### config.mk
export PLATFORM = sky130hd
export DESIGN_NAME = fdc_dco_gen
export DESIGN_NICKNAME = d
export VERILOG_FILES = /design/src/rtl/fdc_pkg.sv /design/src/rtl/fdc_dco_core.sv /design/src/rtl/fdc_dco_gen.sv
export SDC_FILE = /design/constraint.sdc
export NUM_CORES = 1
export LEC_CHECK = 0
export BUFFER_PORTS_ARGS = -buffer_cell sky130_fd_sc_hd__buf_2
export CAP_MARGIN = 20
export CORE_ASPECT_RATIO = 1.1
export CORE_UTILIZATION = 43
export CTS_CLUSTER_SIZE = 8
export DETAILED_ROUTE_END_ITERATION = 6
export SLEW_MARGIN = 40
export SYNTH_ARGS = -nofsm -noshare
export SYNTH_HDL_FRONTEND = slang
export SYNTH_SLANG_ARGS = --single-unit
### constraint.sdc
create_clock -name clk_i -period 3.31 [get_ports clk_i]
set_clock_uncertainty 0.1 [all_clocks]
set_input_delay 0.1655 -clock clk_i [delete_from_list [all_inputs] [get_ports clk_i]]
set_output_delay 0.1655 -clock clk_i [all_outputs]
set_load 0.01 [all_outputs]
### src/rtl/fdc_pkg.sv
// rtl/fdc_pkg.sv - shared types and default widths for the DCO frequency generator
package fdc_pkg;

    localparam int CODE_W    = 5;
    localparam int ACC_W     = 16;
    localparam int INC_SHIFT = ACC_W - CODE_W - 1;

    typedef enum logic {
        DCO_NCO = 1'b0,
        DCO_DIV = 1'b1
    } dco_mode_e;

    typedef enum logic {
        IDLE = 1'b0,
        RUN  = 1'b1
    } dco_state_e;

endpackage

### src/rtl/fdc_dco_core.sv
// rtl/fdc_dco_core.sv - phase accumulator / divider datapath producing vco_out and period boundaries
module fdc_dco_core #(
    parameter int CODE_W = fdc_pkg::CODE_W,
    parameter int ACC_W  = fdc_pkg::ACC_W
) (
    input  logic              clk_i,
    input  logic              reset_i,
    input  logic              run_i,
    input  logic              stop_i,
    input  logic              restart_i,
    input  logic [CODE_W-1:0] cur_code_i,
    input  fdc_pkg::dco_mode_e cur_mode_i,
    output logic              boundary_o,
    output logic              vco_out_o,
    output logic              period_tick_o
);
    import fdc_pkg::*;

    localparam int INC_SHIFT = ACC_W - CODE_W - 1;

    logic [ACC_W-1:0]  acc_q, acc_d;
    logic [CODE_W-1:0] cnt_q, cnt_d;
    logic              vco_q, vco_d;
    logic              tick_q, tick_d;

    logic [ACC_W-1:0]  code_ext;
    logic [ACC_W-1:0]  inc;
    logic [ACC_W:0]    sum;
    logic              cnt_wrap;

    assign code_ext = {{(ACC_W-CODE_W){1'b0}}, cur_code_i};
    assign inc      = (code_ext + ACC_W'(1)) << INC_SHIFT;
    assign sum      = {1'b0, acc_q} + {1'b0, inc};
    assign cnt_wrap = (cnt_q == cur_code_i);

    // The increment never exceeds half scale, so a carry always coincides with the MSB falling.
    assign boundary_o = run_i & ((cur_mode_i == DCO_NCO) ? sum[ACC_W] : (cnt_wrap & vco_q));

    always_comb begin
        acc_d  = '0;
        cnt_d  = '0;
        vco_d  = 1'b0;
        tick_d = boundary_o;
        if (run_i && !stop_i && !restart_i) begin
            if (cur_mode_i == DCO_NCO) begin
                acc_d = sum[ACC_W-1:0];
                vco_d = sum[ACC_W-1];
            end else begin
                cnt_d = cnt_wrap ? '0 : cnt_q + CODE_W'(1);
                vco_d = cnt_wrap ? ~vco_q : vco_q;
            end
        end
    end

    always_ff @(posedge clk_i or posedge reset_i) begin
        if (reset_i) begin
            acc_q  <= '0;
            cnt_q  <= '0;
            vco_q  <= 1'b0;
            tick_q <= 1'b0;
        end else begin
            acc_q  <= acc_d;
            cnt_q  <= cnt_d;
            vco_q  <= vco_d;
            tick_q <= tick_d;
        end
    end

    assign vco_out_o     = vco_q;
    assign period_tick_o = tick_q;

endmodule

### src/rtl/fdc_dco_gen.sv
// rtl/fdc_dco_gen.sv - code-to-frequency generator: run FSM, pending code slot and handshake
module fdc_dco_gen #(
    parameter int CODE_W = fdc_pkg::CODE_W,
    parameter int ACC_W  = fdc_pkg::ACC_W
) (
    input  logic              clk_i,
    input  logic              reset_i,
    input  logic              enable_i,
    input  logic [CODE_W-1:0] code_i,
    input  logic              selec_i,
    input  logic              code_valid_i,
    output logic              code_ready_o,
    output logic              vco_out_o,
    output logic              period_tick_o,
    output logic [CODE_W-1:0] cur_code_o
);
    import fdc_pkg::*;

    dco_state_e        state_q;
    logic [CODE_W-1:0] cur_code_q;
    dco_mode_e         cur_mode_q;
    logic [CODE_W-1:0] pend_code_q;
    dco_mode_e         pend_mode_q;
    logic              pend_v_q;
    logic              code_ready_q;

    logic run, stop, boundary, apply, restart, xfer;

    assign run     = (state_q == RUN);
    assign stop    = ~enable_i;
    assign xfer    = code_valid_i & ~pend_v_q;
    // Codes only switch at a falling edge of vco_out (or while idle), so no short pulse is emitted.
    assign apply   = pend_v_q & (~run | boundary);
    assign restart = apply & run & (pend_mode_q != cur_mode_q);

    always_ff @(posedge clk_i or posedge reset_i) begin
        if (reset_i) begin
            state_q      <= IDLE;
            cur_code_q   <= '0;
            cur_mode_q   <= DCO_NCO;
            pend_code_q  <= '0;
            pend_mode_q  <= DCO_NCO;
            pend_v_q     <= 1'b0;
            code_ready_q <= 1'b1;
        end else begin
            case (state_q)
                IDLE:    if (enable_i)  state_q <= RUN;
                RUN:     if (!enable_i) state_q <= IDLE;
                default: state_q <= IDLE;
            endcase
            if (apply) begin
                cur_code_q   <= pend_code_q;
                cur_mode_q   <= pend_mode_q;
                pend_v_q     <= 1'b0;
                code_ready_q <= 1'b1;
            end else if (xfer) begin
                pend_code_q  <= code_i;
                pend_mode_q  <= dco_mode_e'(selec_i);
                pend_v_q     <= 1'b1;
                code_ready_q <= 1'b0;
            end
        end
    end

    fdc_dco_core #(
        .CODE_W (CODE_W),
        .ACC_W  (ACC_W)
    ) u_core (
        .clk_i         (clk_i),
        .reset_i       (reset_i),
        .run_i         (run),
        .stop_i        (stop),
        .restart_i     (restart),
        .cur_code_i    (cur_code_q),
        .cur_mode_i    (cur_mode_q),
        .boundary_o    (boundary),
        .vco_out_o     (vco_out_o),
        .period_tick_o (period_tick_o)
    );

    assign code_ready_o = code_ready_q;
    assign cur_code_o   = cur_code_q;

endmodule

==> results.py <==
metrics = {
    "synth": {
        "syn-instance-count": 129,
        "post_synth_edffs": 0,
        "syn-mean-instance-area_um2": 11.2,
        "syn-num-nets": 149,
        "yosys_register_bits": 28,
        "ys_seq_area_share_pct": 48.4,
        "most_used_flip_flop_cell_after_synthesis": "sky130_fd_sc_hd__dfrtp_1",
        "fraction_of_registers_with_async_set_reset_pct": 100,
        "synthDistinctLibCells": 33,
        "ys.warnings.count": 0,
        "synth_area_mm2": 0.00145,
    },
    "setup_path": {
        "timing.setup.critical_path_class": "reg -> reg",
        "cp.arrival_ns": 2.93,
        "worstPathMaxFanout": 6,
        "timing.critical_path.cells": "ha_1 -> inv_1 -> fa_1 -> o21ai_0 -> a41oi_1 -> o211ai_1 -> nor2_1",
        "r2r_slack_ns": 0.47,
        "slowest_delay_ns": 0.57,
        "critPathLaunch": "cur_code_o[0]",
        "critical-path-slowest-cell": "sky130_fd_sc_hd__o211ai_1",
        "reg2reg_from": "cur_code_o[0]",
        "critPathCaptureType": "flop",
        "worst_ep_required_time_ns": 3.41,
        "timing.critical_path.from_type": "flop",
    },
    "power_and_ir_drop": {
        "p_leak_nw": 0.810,
        "p_per_area_mw_per_mm2": 719,
        "worst_ir_drop_vdd_uv": 309,
    },
    "cells_and_area": {
        "antenna_cells": 0,
        "cell_area_after_layout_mm2": 0.00169,
        "layout.cells.most_common_list": "sky130_fd_sc_hd__dfrtp_1 (27), sky130_fd_sc_hd__buf_2 (17), sky130_fd_sc_hd__nor2_1 (16)",
        "area_delta_synth_final_pct": 16.2,
        "most_common_cell_after_layout_fill_and_taps_aside": "sky130_fd_sc_hd__dfrtp_1",
        "layout-drive-gt1-share_pct": 22.9,
        "finish.net_count": 178,
    },
    "floorplanning": {
        "core-area_mm2": 0.00313,
        "fp-row-count": 21,
        "die_w_um": 57.4,
        "initial_cell_density_of_the_core_pct": 46.4,
        "die-area_mm2": 0.00361,
        "ioPinCount": 18,
        "die-height_um": 62.9,
    },
    "route": {
        "drt-initial-drc-count": 13,
        "postRouteAntennaNets": 0,
        "routedWlPerCell_um": 13.0,
        "avgViaCountPerCell": 5.19,
        "drc_errors": 0,
        "drt-total-wl_mm": 2.49,
        "drt-pass1-iter-count": 2,
        "num_vias": 991,
    },
    "cts": {
        "clk_path_buf_depth": 2,
        "clock_sink_count": 28,
        "clock_tree_from_tritoncts": "done",
        "clk_transition_reported_paths_ns": 0.15,
        "cts_setup_buffers": 0,
        "clk_root_buffer_cell": "sky130_fd_sc_hd__clkbuf_4",
        "postCtsResizedCells": 0,
        "htree_num_levels": 1,
        "clk_latency_ns": 0.32,
        "post_cts_hold_buffer_count": 9,
        "cts-buffers-inserted": 3,
    },
    "timing": {
        "rsz0062_at_grt": "no",
        "max_freq_ghz": 0.353,
        "min_period_over_period_pct": 85.7,
        "totalNegativeSetupSlack_ns": 0,
        "timing.slew.headroom_pct": 48.6,
        "finalCriticalPeriod_ns": 2.84,
        "finalSetupViolations": 0,
        "tightest_slew_ns": 0.759,
        "number_of_endpoints_with_negative_hold_slack_in_the_final_report": 0,
        "report.final.slew_viol_count": 0,
    },
    "grt": {
        "number_of_global_route_vias_before_repair": 1010,
        "grt_pass1_wl_mm": 4.32,
        "grt_overflow": 0,
        "grt_start_max_net_pins": 29,
        "grt_usage_pct": 15.4,
        "antenna_violations_before_repair": 0,
    },
    "placement": {
        "dp.final_hpwl_mm": 1.87,
        "placement.cell_area_mm2": 0.00157,
        "port-buffer-count": 17,
        "gpl.final_weighted_congestion": 0.831,
    },
    "flow_run": {
        "cap_violations": 0,
    },
    "min_path": {
        "holdCritPathClass": "in -> async",
    },
    "run_status": {
        "outcome": "finished, final reports clean",
    },
}
registers in the layout (all words and copies together) (netlist names), 5 cells and up:
name          cells
u_core.cnt_q      5
pend_code_q       5
u_core.acc_q      6
cur_code_o        5
metal layers:
layer	up-vias	GRT usage, %	part of all wire, %
met5	-	0	0
met4	0	3.66	0.80
met3	4	2.28	2.2
met2	13	26.7	48
met1	480	20.0	49
li1	494	-	-
Yosys cell counts (2+ instances only):
cell / count / area [µm²]
sky130_fd_sc_hd__a21oi_1: 3 / 15.0
sky130_fd_sc_hd__xnor2_1: 8 / 70.1
sky130_fd_sc_hd__inv_1: 9 / 33.8
sky130_fd_sc_hd__dfrtp_1: 27 / 676
sky130_fd_sc_hd__nand3_1: 7 / 35.0
sky130_fd_sc_hd__mux2_4: 5 / 75.1
sky130_fd_sc_hd__nor2b_1: 2 / 12.5
sky130_fd_sc_hd__nand2_1: 7 / 26.3
sky130_fd_sc_hd__xor2_1: 7 / 61.3
sky130_fd_sc_hd__mux2_2: 7 / 78.8
sky130_fd_sc_hd__nor2_1: 16 / 60.1
sky130_fd_sc_hd__ha_1: 9 / 113
sky130_fd_sc_hd__o21ai_0: 2 / 10.0
power by group:
part	leakage [nW]	switching [mW]	total (mW)	internal, mW
Sequential	0.354	0.0934	0.519	0.426
Clock	0.0150	0.0959	0.143	0.0471
Combinational	0.441	0.268	0.549	0.281
Total	0.810	0.458	1.21	0.754
area by class of cell:
class                           instances  area [µm²]
Timing Repair Buffer                   26         175
Sequential cell                        28         702
Inverter                                9        33.8
Multi-Input combinational cell         90         706
Clock buffer                            4        26.3
Fill cell                             278        1440
Tap cell                               34        42.5
stage by stage:
stage          power, mW  utilization, %  hold WS (ns)  cells  worst slack, ns
2_1_floorplan      0.937               -        0.0969    129            0.716
3_3_place_gp        1.06            50.2         0.184    178            0.513
3_5_place_dp        1.07            50.2         0.162    178            0.472
4_1_cts             1.22            53.9         0.348    191            0.443
5_1_grt             1.32            53.9         0.371    191            0.215
6_report            1.21            53.9         0.342    191            0.475
critical path: cells and delay by family, from the launching register on:
kind,cells,cell delay [ns]
AO/OA/AOI/OAI,3,1.19
adder cells (fa/ha/maj),2,0.78
buffers and inverters,1,0.06
flip-flops,1,0.48
AND/OR/NAND/NOR,1,0.10
cell families after synthesis:
kind of cell               Yosys count  synth area share, %
muxes                               12                 10.6
xor gates and xnor gates            15                 9.06
AOI/OAI and AO/OA                   16                 8.46
and+or+nand+nor                     37                 11.4
adders and majority gates           10                 9.15
buffers and inverters               11                 2.93
DFF                                 28                 48.4
final timing paths:
path,endpoint,cells after the start
min,cur_code_o[2],3
max,u_core.acc_q[14],7
min reg2reg,code_ready_o,2
min in group clk_i,run,2
max reg2reg,u_core.acc_q[14],7
max in group asynchronous,cur_code_o[3],3
Note: power is estimated with default switching activity, not from simulation.
